File: config.mk
export PLATFORM = sky130hd
export DESIGN_NAME = seg_scan_driver
export DESIGN_NICKNAME = d
export VERILOG_FILES = /design/src/rtl/seg_pkg.sv /design/src/rtl/seg_glyph_rom.sv /design/src/rtl/seg_scan_driver.sv
export SDC_FILE = /design/constraint.sdc
export NUM_CORES = 1
export LEC_CHECK = 0
export CAP_MARGIN = 5
export CORE_MARGIN = 2
export CORE_UTILIZATION = 48
export CTS_CLUSTER_DIAMETER = 200
export CTS_CLUSTER_SIZE = 25
export DETAILED_ROUTE_END_ITERATION = 16
export GPL_TIMING_DRIVEN = 1
export PLACE_DENSITY_LB_ADDON = 0.3
export SKIP_CTS_REPAIR_TIMING = 1
export SLEW_MARGIN = 10
export SYNTH_ARGS = -nofsm -noshare
export SYNTH_HDL_FRONTEND = slang
export SYNTH_SLANG_ARGS = --single-unit
File: constraint.sdc
create_clock -name MCLK -period 2.78 [get_ports MCLK]
set_clock_uncertainty 0.2 [all_clocks]
set_input_delay 0.556 -clock MCLK [delete_from_list [all_inputs] [get_ports MCLK]]
set_output_delay 0.556 -clock MCLK [all_outputs]
set_load 0.1 [all_outputs]
File: src/rtl/seg_pkg.sv
// Shared glyph codes, blank pattern and per-digit record for the
// multiplexed seven-segment scan driver.
package seg_pkg;

   localparam logic [4:0] GLYPH_H     = 5'd16;
   localparam logic [4:0] GLYPH_L     = 5'd17;
   localparam logic [4:0] GLYPH_P     = 5'd18;
   localparam logic [4:0] GLYPH_DASH  = 5'd19;
   localparam logic [4:0] GLYPH_UNDER = 5'd20;
   localparam logic [4:0] GLYPH_BLANK = 5'd31;

   localparam logic [7:0] SEG_BLANK = 8'hFF;

   // One digit's display attributes as captured from the host.
   typedef struct packed {
      logic [4:0] code;
      logic       dp;
      logic       blink;
   } digit_t;

   localparam digit_t DIGIT_RESET = '{code: GLYPH_BLANK, dp: 1'b0, blink: 1'b0};

endpackage

File: src/rtl/seg_glyph_rom.sv
// Glyph code to active-low segment pattern, ordered {a,b,c,d,e,f,g}.
module seg_glyph_rom
   import seg_pkg::*;
(
   input  logic [4:0] code_i,
   output logic [6:0] seg_n_o
);

   always_comb begin
      unique case (code_i)
         5'd0:        seg_n_o = 7'b000_0001;
         5'd1:        seg_n_o = 7'b100_1111;
         5'd2:        seg_n_o = 7'b001_0010;
         5'd3:        seg_n_o = 7'b000_0110;
         5'd4:        seg_n_o = 7'b100_1100;
         5'd5:        seg_n_o = 7'b010_0100;
         5'd6:        seg_n_o = 7'b010_0000;
         5'd7:        seg_n_o = 7'b000_1111;
         5'd8:        seg_n_o = 7'b000_0000;
         5'd9:        seg_n_o = 7'b000_0100;
         5'd10:       seg_n_o = 7'b000_1000;
         5'd11:       seg_n_o = 7'b110_0000;
         5'd12:       seg_n_o = 7'b011_0001;
         5'd13:       seg_n_o = 7'b100_0010;
         5'd14:       seg_n_o = 7'b011_0000;
         5'd15:       seg_n_o = 7'b011_1000;
         GLYPH_H:     seg_n_o = 7'b100_1000;
         GLYPH_L:     seg_n_o = 7'b111_0001;
         GLYPH_P:     seg_n_o = 7'b001_1000;
         GLYPH_DASH:  seg_n_o = 7'b111_1110;
         GLYPH_UNDER: seg_n_o = 7'b111_0111;
         default:     seg_n_o = 7'b111_1111;
      endcase
   end

endmodule

File: src/rtl/seg_scan_driver.sv
// Multiplexed seven-segment scan driver with frame-synchronous double
// buffering of host data and per-digit blinking.
module seg_scan_driver
   import seg_pkg::*;
#(
   parameter int NUM_DIGITS   = 4,
   parameter int CLK_DIV      = 65536,
   parameter int BLINK_FRAMES = 32
) (
   input  logic                    MCLK,
   input  logic                    RESETN,
   input  logic [5*NUM_DIGITS-1:0] DATA,
   input  logic [NUM_DIGITS-1:0]   DP,
   input  logic [NUM_DIGITS-1:0]   BLINK,
   input  logic                    LOAD,
   output logic                    PENDING,
   output logic                    FRAME_TICK,
   output logic [NUM_DIGITS-1:0]   ANODE,
   output logic [7:0]              SEG
);

   localparam int PSC_W  = (CLK_DIV > 1) ? $clog2(CLK_DIV) : 1;
   localparam int SLOT_W = (NUM_DIGITS > 1) ? $clog2(NUM_DIGITS) : 1;
   localparam int FRM_W  = (BLINK_FRAMES > 1) ? $clog2(BLINK_FRAMES) : 1;

   logic [PSC_W-1:0]      psc_q, psc_d;
   logic [SLOT_W-1:0]     slot_q, slot_d;
   logic [FRM_W-1:0]      frm_q, frm_d;
   logic                  phase_q, phase_d;
   logic                  pending_q, pending_d;
   logic [NUM_DIGITS-1:0] anode_q, anode_d;
   logic [7:0]            seg_q, seg_d;
   digit_t                pnd_q [NUM_DIGITS];
   digit_t                pnd_d [NUM_DIGITS];
   digit_t                act_q [NUM_DIGITS];
   digit_t                act_d [NUM_DIGITS];
   digit_t                in_dig [NUM_DIGITS];

   logic       terminal;
   logic       last_slot;
   logic       boundary;
   digit_t     cur_dig;
   logic [6:0] glyph_n;

   assign terminal  = (psc_q == PSC_W'(CLK_DIV - 1));
   assign last_slot = (slot_q == SLOT_W'(NUM_DIGITS - 1));
   assign boundary  = terminal && last_slot;
   assign cur_dig   = act_q[slot_q];

   seg_glyph_rom u_rom (
      .code_i  (cur_dig.code),
      .seg_n_o (glyph_n)
   );

   always_comb begin
      for (int k = 0; k < NUM_DIGITS; k++) begin
         in_dig[k] = '{code: DATA[5*k +: 5], dp: DP[k], blink: BLINK[k]};
      end
   end

   always_comb begin
      // NOTE: every next-state signal takes its hold value first, so no path through this block can infer a latch.
      psc_d     = terminal ? '0 : psc_q + PSC_W'(1);
      slot_d    = slot_q;
      frm_d     = frm_q;
      phase_d   = phase_q;
      pending_d = pending_q;
      pnd_d     = pnd_q;
      act_d     = act_q;

      if (terminal) begin
         slot_d = last_slot ? '0 : slot_q + SLOT_W'(1);
      end

      if (boundary) begin
         if (frm_q == FRM_W'(BLINK_FRAMES - 1)) begin
            frm_d   = '0;
            phase_d = ~phase_q;
         end else begin
            frm_d = frm_q + FRM_W'(1);
         end
      end

      // A load on the boundary itself bypasses the pending set entirely.
      if (LOAD && boundary) begin
         act_d     = in_dig;
         pending_d = 1'b0;
      end else if (LOAD) begin
         pnd_d     = in_dig;
         pending_d = 1'b1;
      end else if (boundary && pending_q) begin
         act_d     = pnd_q;
         pending_d = 1'b0;
      end

      anode_d = ~(NUM_DIGITS'(1) << slot_q);
      seg_d   = (cur_dig.blink && phase_q) ? SEG_BLANK : {glyph_n, ~cur_dig.dp};
   end

   always_ff @(posedge MCLK or negedge RESETN) begin
      if (!RESETN) begin
         psc_q     <= '0;
         slot_q    <= '0;
         frm_q     <= '0;
         phase_q   <= 1'b0;
         pending_q <= 1'b0;
         anode_q   <= '1;
         seg_q     <= SEG_BLANK;
         // NOTE: the digit sets are flops, not RAM, and are reset so the display powers up blank.
         for (int k = 0; k < NUM_DIGITS; k++) begin
            pnd_q[k] <= DIGIT_RESET;
            act_q[k] <= DIGIT_RESET;
         end
      end else begin
         // NOTE: non-blocking assignments keep every register updating from pre-edge values.
         psc_q     <= psc_d;
         slot_q    <= slot_d;
         frm_q     <= frm_d;
         phase_q   <= phase_d;
         pending_q <= pending_d;
         anode_q   <= anode_d;
         seg_q     <= seg_d;
         pnd_q     <= pnd_d;
         act_q     <= act_d;
      end
   end

   assign PENDING    = pending_q;
   assign FRAME_TICK = boundary;
   assign ANODE      = anode_q;
   assign SEG        = seg_q;

endmodule

# == Word-level counts from Yosys, hierarchy flattened ==
# Memories as Yosys holds them, arrays and structs flattened.
# Index checks and enable logic that the tools add are counted.
# totals
register_bits,93
romBits,224
elab_cells,68
memories,1
# classes
n_addsub,3
order_cmp,1
eq_ne,4
shift,1
n_mux,13
n_bitwise,5
reduce_logical,9
# memory_table
memory,words,word_bits,read_ports,rd_ports_with_merged_regs,write_ports,line,rtl
(name not given),32,7,1,0,0,seg_glyph_rom.sv:10,unique case (code_i)
# op_table
op,count
2-to-1 mux 28 bit,3
adder 16 x 1 -> 16 bit (second input constant),1
== test 16 bit (second input constant),1
2-to-1 mux 16 bit,1
binary-select mux 7 bit (select 2 bit),1
2-to-1 mux 7 bit,2
2-to-1 mux 8 bit,1
AND reduction 2 bit,3
adder 5 x 1 -> 5 bit (second input constant),1
== test 5 bit (second input constant),1
2-to-1 mux 5 bit,1
logical AND 1 bit,4
inverter 4 bit,1
<< shifter 1 x 2 -> 4 bit (first input constant),1
>= comparator 3 bit (second input constant),1
2-to-1 mux 1 bit,3
inverter 1 bit,3
inverter 2 -> 3 bit,1
nonzero test 3 bit,1
adder 2 x 1 -> 2 bit (second input constant),1
== test 2 bit (second input constant),1
2-to-1 mux 2 bit,1
inequality test 2 x 1 -> 1 bit (second input constant),1
nonzero test 2 bit,1

# == Logic depth before layout (Yosys ltp) ==
# Gate-level depths: netlist (run 1).
# depth
word_depth,6
depth_mapped,8
depth_no_buf,7

# == Cells and area by module ==
# Synthesis (run 1) repeated with hierarchy kept, for this count alone.
# unflattened
cells_unflattened,418
area_unflattened_um2,4673.2
# modules_own_cells
module,n_inst,cells_each,area_per_inst_um2,seq_area_each_um2
seg_scan_driver,1,368,4310.4,2392.3
seg_glyph_rom,1,50,362.8,0.0

# == Worst setup path after synthesis (run 1) ==
# OpenSTA, ideal clock, no wires.
# synth_timing
kind,register to output
startpoint,reg psc_q[0]
endpoint,out FRAME_TICK
t_arrival_ns,2.303
required_ns,2.024
setup_slack_ns,-0.279
path_stages_with_launch,6
n_path_buf,1
cell_sequence,dfrtp_1 ha_1 and3_1 nand2_1 nor4_2 clkbuf_1
# synth_via
elab_chain_cells,2
# synth_lines
element,line,rtl
from (decl),seg_scan_driver.sv:26,"logic [PSC_W-1:0] psc_q, psc_d;"
from (signal assigned),seg_scan_driver.sv:116,psc_q <= psc_d;
== test 16 bit,seg_scan_driver.sv:45,assign terminal = (psc_q == PSC_W'(CLK_DIV - 1));
logical AND 1 bit,seg_scan_driver.sv:47,assign boundary = terminal && last_slot;
to (decl),seg_scan_driver.sv:17,"output logic FRAME_TICK,"
# Every way passes these cells.

# == Final worst setup path (run 1) ==
# Same ends and word-level chain as after synthesis.

==> results of run 1 <==
## worst paths after layout
kind / cells after the start / startpoint / endpoint
worst max-delay path: 5 / psc_q[0]$_DFF_PN0_ / FRAME_TICK
worst min-delay path: 1 / psc_q[0]$_DFF_PN0_ / psc_q[0]$_DFF_PN0_
worst max register to register: 6 / psc_q[0]$_DFF_PN0_ / pnd_q[0]$_DFFE_PN0P_
worst min register to register: 1 / psc_q[0]$_DFF_PN0_ / psc_q[0]$_DFF_PN0_
max in group asynchronous: 3 / RESETN / act_q[26]$_DFFE_PN1P_
min in group asynchronous: 2 / RESETN / psc_q[5]$_DFF_PN0_
## power groups by stage
stage                     clock network (µW)  logic, µW  registers [µW]
final                                   1010        147            1440
after detailed placement                   0        148            1460
after floorplan                            0       58.0            1450
after global routing                    1090        160            1440
after global placement                     0        142            1460
after CTS                               1030        149            1440
## routing by layer
metal	part of all wire, %	vias to the layer above
li1	-	1648
met3	4.5	11
met1	46	1755
met2	48	85
met5	0	-
met4	1.6	0
## cells by family after synthesis
| logic type | count (synthesis) | synth area share, % |
|---|---|---|
| compound gates | 83 | 14.5 |
| xor+xnor | 15 | 2.73 |
| fa+ha+maj | 14 | 3.59 |
| buf+inv | 41 | 3.88 |
| flops | 93 | 49.7 |
| mux | 42 | 11.1 |
| simple gates | 134 | 14.5 |
## through the flow
| stage | instance area (µm²) | power (µW) |
|---|---|---|
| floorplan | 4810 | 1510 |
| global placement | 5390 | 1600 |
| detailed placement | 5390 | 1610 |
| CTS | 5610 | 2620 |
| global route | 5630 | 2700 |
| finish | 5630 | 2600 |
## synth_stat cells (4+ instances only)
library cell and instances:
o221a_2 28, xor2_1 8, nand2_1 26, ha_1 13, o21bai_1 28, o21ai_0 11, clkbuf_1 24, and3_1 4
mux2_1 20, dfrtp_1 41, xnor2_1 7, mux2_2 11, mux4_2 6, nor3_1 4, mux2i_1 5, nor2_1 41
nand3_1 8, nor4_1 29, dfstp_2 52, nand4_1 4, inv_1 10
## registers in the layout, summed over array words and instances (netlist names)
signal and cells:
slot_q 2, SEG 8, act_q 28, PENDING 1, psc_q 16, ANODE 4
pnd_q 28, frm_q 5, phase_q 1
## layout make-up
| cell class | instances | share of cell area [%] |
|---|---|---|
| timing repair buffer | 60 | 10.0 |
| multi-input combinational | 288 | 39.9 |
| clock buffer | 9 | 2.20 |
| sequential | 93 | 42.5 |
| tap | 133 | 2.96 |
| clock inverter | 7 | 1.71 |
| inverter | 11 | 0.734 |
==> results.sh, run 1 <==
export IMPL_outcome="finished, final reports clean"
export IMPL_nFillCells=837
export IMPL_hold_ws_ns=0.294
export IMPL_start_util_pct=49.4
export IMPL_dp_cells=584
export IMPL_syn_inst=422
export IMPL_worstSkewPairLatency_ns=0.36
export IMPL_power_share_switching_pct=22.7
export IMPL_peakVddDrop_uv=237
export IMPL_final_core_util_pct=57.8
export IMPL_drc=0
export IMPL_worst_pin_slew_ns=0.562
export IMPL_synth_nets=466
export IMPL_regArea_um2=2390
export IMPL_synth_seq_cells=93
export IMPL_worst_setup_path_start_kind="flip-flop"
export IMPL_max_stage_delay_ns=0.40
export IMPL_avgSynthCellArea_um2=11.4
export IMPL_p_sw_uw=590
export IMPL_met1_usage_pct=27.1
export IMPL_yosys_area_top_type="dfstp_2"
export IMPL_cp_end_kind="output pin"
export IMPL_die_h_um=104
export IMPL_min_period_ns=2.69
export IMPL_gp_congestion=0.813
export IMPL_totalWireLength_mm=10.7
export IMPL_tns_ns=0
export IMPL_instances_no_fill=601
export IMPL_final_common_cell="dfstp_2"
export IMPL_core_area_um2=9730
export IMPL_multiInputGateArea_um2=2240
export IMPL_finalSetupViolCount=0
export IMPL_place_hpwl_mm=7.09
export IMPL_seq_area_frac_synth_pct=49.7
export IMPL_rsz0062_at_grt="no"
export IMPL_ant_nets=0
export IMPL_crit_path_max_fanout=4
export IMPL_period_share_pct=96.7
export IMPL_top_usage_layer="met2"
export IMPL_crit_family="simple AND/OR/NAND/NOR gates"
export IMPL_grt_use_met2_pct=33.4
export IMPL_p_clk_share_pct=39.0
export IMPL_dieArea_um2=10800
export IMPL_drv_cap=0
export IMPL_cp_required_ns=2.02
export IMPL_p_per_area_nw_per_um2=462
export IMPL_worst_slack_ns=0.0909
export IMPL_htreeDepth=3
export IMPL_path_class="reg -> out"
export IMPL_ys_types=49
export IMPL_leakage_uw=0.00242
export IMPL_clk_pin_slew_ns=0.09
export IMPL_p_seq_share_pct=55.3
export IMPL_synth_area_um2=4810
export IMPL_p_int_uw=2010
export IMPL_area_delta_synth_final_pct=16.9
export IMPL_use_met3_pct=4.45
export IMPL_firstDrtPassIters=4
export IMPL_cp_num_buf_inv=1
export IMPL_yosys_warnings=0
export IMPL_synthTopCellsByArea="dfstp_2 (28%), dfrtp_1 (21%), o221a_2 (6.6%), mux2_1 (4.7%), o21bai_1 (4.4%)"
export IMPL_antenna_cells=0
export IMPL_synth_ff_type="dfstp_2"
export IMPL_relSlewSlack_pct=62.5
export IMPL_synthArstFlopShare_pct=100
export IMPL_synth_edf_count=0
export IMPL_clock_sink_count=93
export IMPL_post_drt_wl_per_cell_um=17.9
export IMPL_drt_vias_per_instance=5.82
export IMPL_port_buffers=44
export IMPL_antenna_found_initial=0
export IMPL_hold_class="reg -> reg"
export IMPL_cts_tree="yes"
export IMPL_fp_dieW_um=104
export IMPL_cts_path_max_buffers=2
export IMPL_final_cell_mix="dfstp_2 (52), dfrtp_1 (41), nor2_1 (41)"
export IMPL_drive_gt1_share_pct=32.1
export IMPL_num_io_pins=45
export IMPL_grt_pass1_vias=3618
export IMPL_clockRootBuffer="clkbuf_8"
export IMPL_cp_cell_sequence="ha_1 -> and3_2 -> nand2_1 -> nor4_4 -> buf_12"
export IMPL_grtUsageTotal_pct=20.8
export IMPL_overflow=0
export IMPL_max_freq_mhz=372
export IMPL_rrSetupSlack_ns=0.25
export IMPL_p_comb_share_pct=5.6
export IMPL_rows=36
export IMPL_cts_buffers=9
export IMPL_finish_net_count=507
export IMPL_hold_viol_final=0
export IMPL_cp_slowest_cell="dfrtp_1"
export IMPL_grt_max_degree=45
export IMPL_vias=3499
export IMPL_arrival_ns=1.93
export IMPL_grt_pass1_wl_mm=17.8
export IMPL_place_ws_ns=0.237
export IMPL_drt_initial_drc_count=228
export IMPL_yosysTopAreaCellShare_pct=28.4
export IMPL_drv_slew=0
(Power assumes the default switching activity.)
==> inputs of run 2 (changes only) <==
Settings changed: SLEW_MARGIN 10 to unset.
Clock period 2.78 ns to 3.05 ns, I/O delays scaled along.
==> results.sh, run 2 (synthesis results as in run 1) <==
export IMPL_cts_tree="yes"
export IMPL_cp_cell_sequence="ha_1 -> and3_1 -> nand2_1 -> nor4_4 -> buf_12"
export IMPL_tns_ns=0
export IMPL_hold_viol_final=0
export IMPL_cp_slowest_cell="nor4_4"
export IMPL_die_h_um=104
export IMPL_peakVddDrop_uv=186
export IMPL_rsz0062_at_grt="no"
export IMPL_hold_class="reg -> reg"
export IMPL_drt_vias_per_instance=5.90
export IMPL_finalPower_uw=2260
export IMPL_drt_initial_drc_count=224
export IMPL_core_area_um2=9730
export IMPL_finish_net_count=504
export IMPL_num_io_pins=45
export IMPL_path_class="reg -> out"
export IMPL_antenna_found_initial=0
export IMPL_antenna_cells=0
export IMPL_outcome="finished, final reports clean"
export IMPL_final_cell_mix="dfstp_2 (52), dfrtp_1 (41), nor2_1 (41)"
export IMPL_worst_pin_slew_ns=0.556
export IMPL_hold_ws_ns=0.287
export IMPL_max_stage_delay_ns=0.42
export IMPL_min_period_ns=2.87
export IMPL_grt_pass1_vias=3486
export IMPL_area_delta_synth_final_pct=15.6
export IMPL_cp_num_buf_inv=1
export IMPL_drv_cap=0
export IMPL_finalSetupViolCount=0
export IMPL_totalWireLength_mm=10.8
export IMPL_vias=3527
export IMPL_period_share_pct=94.1
export IMPL_placed_area_um2=5360
export IMPL_drv_slew=0
export IMPL_grt_max_degree=76
export IMPL_crit_family="simple AND/OR/NAND/NOR gates"
export IMPL_final_common_cell="dfstp_2"
export IMPL_cp_required_ns=2.24
export IMPL_leakage_uw=0.00238
export IMPL_gp_congestion=0.773
export IMPL_crit_path_max_fanout=4
export IMPL_grtUsageTotal_pct=20.4
export IMPL_p_per_area_nw_per_um2=406
export IMPL_cts_path_max_buffers=2
export IMPL_post_drt_wl_per_cell_um=18.1
export IMPL_htreeDepth=3
export IMPL_drc=0
export IMPL_dieArea_um2=10800
export IMPL_firstDrtPassIters=5
export IMPL_place_hpwl_mm=7.09
export IMPL_drive_gt1_share_pct=31.4
export IMPL_clk_pin_slew_ns=0.10
export IMPL_ant_nets=0
export IMPL_worstSkewPairLatency_ns=0.37
export IMPL_fp_dieW_um=104
export IMPL_final_area_um2=5560
export IMPL_cp_end_kind="output pin"
export IMPL_start_util_pct=49.4
export IMPL_port_buffers=44
export IMPL_cts_buffers=9
export IMPL_relSlewSlack_pct=62.9
export IMPL_max_freq_mhz=348
export IMPL_worst_setup_path_start_kind="flip-flop"
export IMPL_grt_pass1_wl_mm=17.7
export IMPL_clock_sink_count=93
export IMPL_rows=36
export IMPL_largestRegisters="act_q (28), pnd_q (28), psc_q (16)"
export IMPL_overflow=0
export IMPL_clockRootBuffer="clkbuf_8"
export IMPL_arrival_ns=2.06
## run 2: cell count changes in the layout (fill, tap and decap cells not counted), sizes merged
cell / before / now
buf: 30 / 27
bufinv: 2 / 0
clkinvlp: 0 / 1
clkbuf: 9 / 10
## run 2: worst paths after layout
check,from,to,slack (ns),cells after the start
worst max-delay path,psc_q[0]$_DFF_PN0_,FRAME_TICK,0.18,5
worst min-delay path,phase_q$_DFFE_PN0P_,phase_q$_DFFE_PN0P_,0.29,1
worst max register to register,psc_q[0]$_DFF_PN0_,pnd_q[1]$_DFFE_PN0P_,0.48,6
worst min register to register,phase_q$_DFFE_PN0P_,phase_q$_DFFE_PN0P_,0.29,1
max in group asynchronous,RESETN,pnd_q[24]$_DFFE_PN1P_,1.46,3
min in group asynchronous,RESETN,psc_q[11]$_DFF_PN0_,0.46,2
## run 2: power by group
part | switching [µW] | internal, µW | leakage (µW)
Sequential | 19.0 | 1290 | 0.00108
Clock | 484 | 333 | 0.0000954
Combinational | 60.2 | 70.5 | 0.00121
Total | 563 | 1700 | 0.00238
## run 2: routing by layer
layer,global-route usage [%],part of all wire (%),vias to the layer above,wire (µm)
met5,0,0,-,0
met4,7.72,1.3,0,140
met3,2.94,3.1,11,334
met2,34.1,49,83,5260
met1,27.1,47,1794,5080
li1,-,-,1639,-
## run 2: area by class of cell
cell class,count,area (µm²)
Fill cell,853,4170
Sequential cell,93,2390
Multi-Input combinational cell,288,2240
Timing Repair Buffer,57,528
Tap cell,133,166
Clock buffer,10,138
Clock inverter,6,53.8
Inverter,11,41.3
## run 2: per-stage QoR
stage / std cells / utilization, % / worst slack (ns)
3_5_place_dp: 581 / 55.1 / 0.502
4_1_cts: 597 / 57.0 / 0.174
2_1_floorplan: 422 / - / 0.402
3_3_place_gp: 581 / 55.1 / 0.582
6_report: 598 / 57.2 / 0.180
5_1_grt: 598 / 57.2 / 0.0927
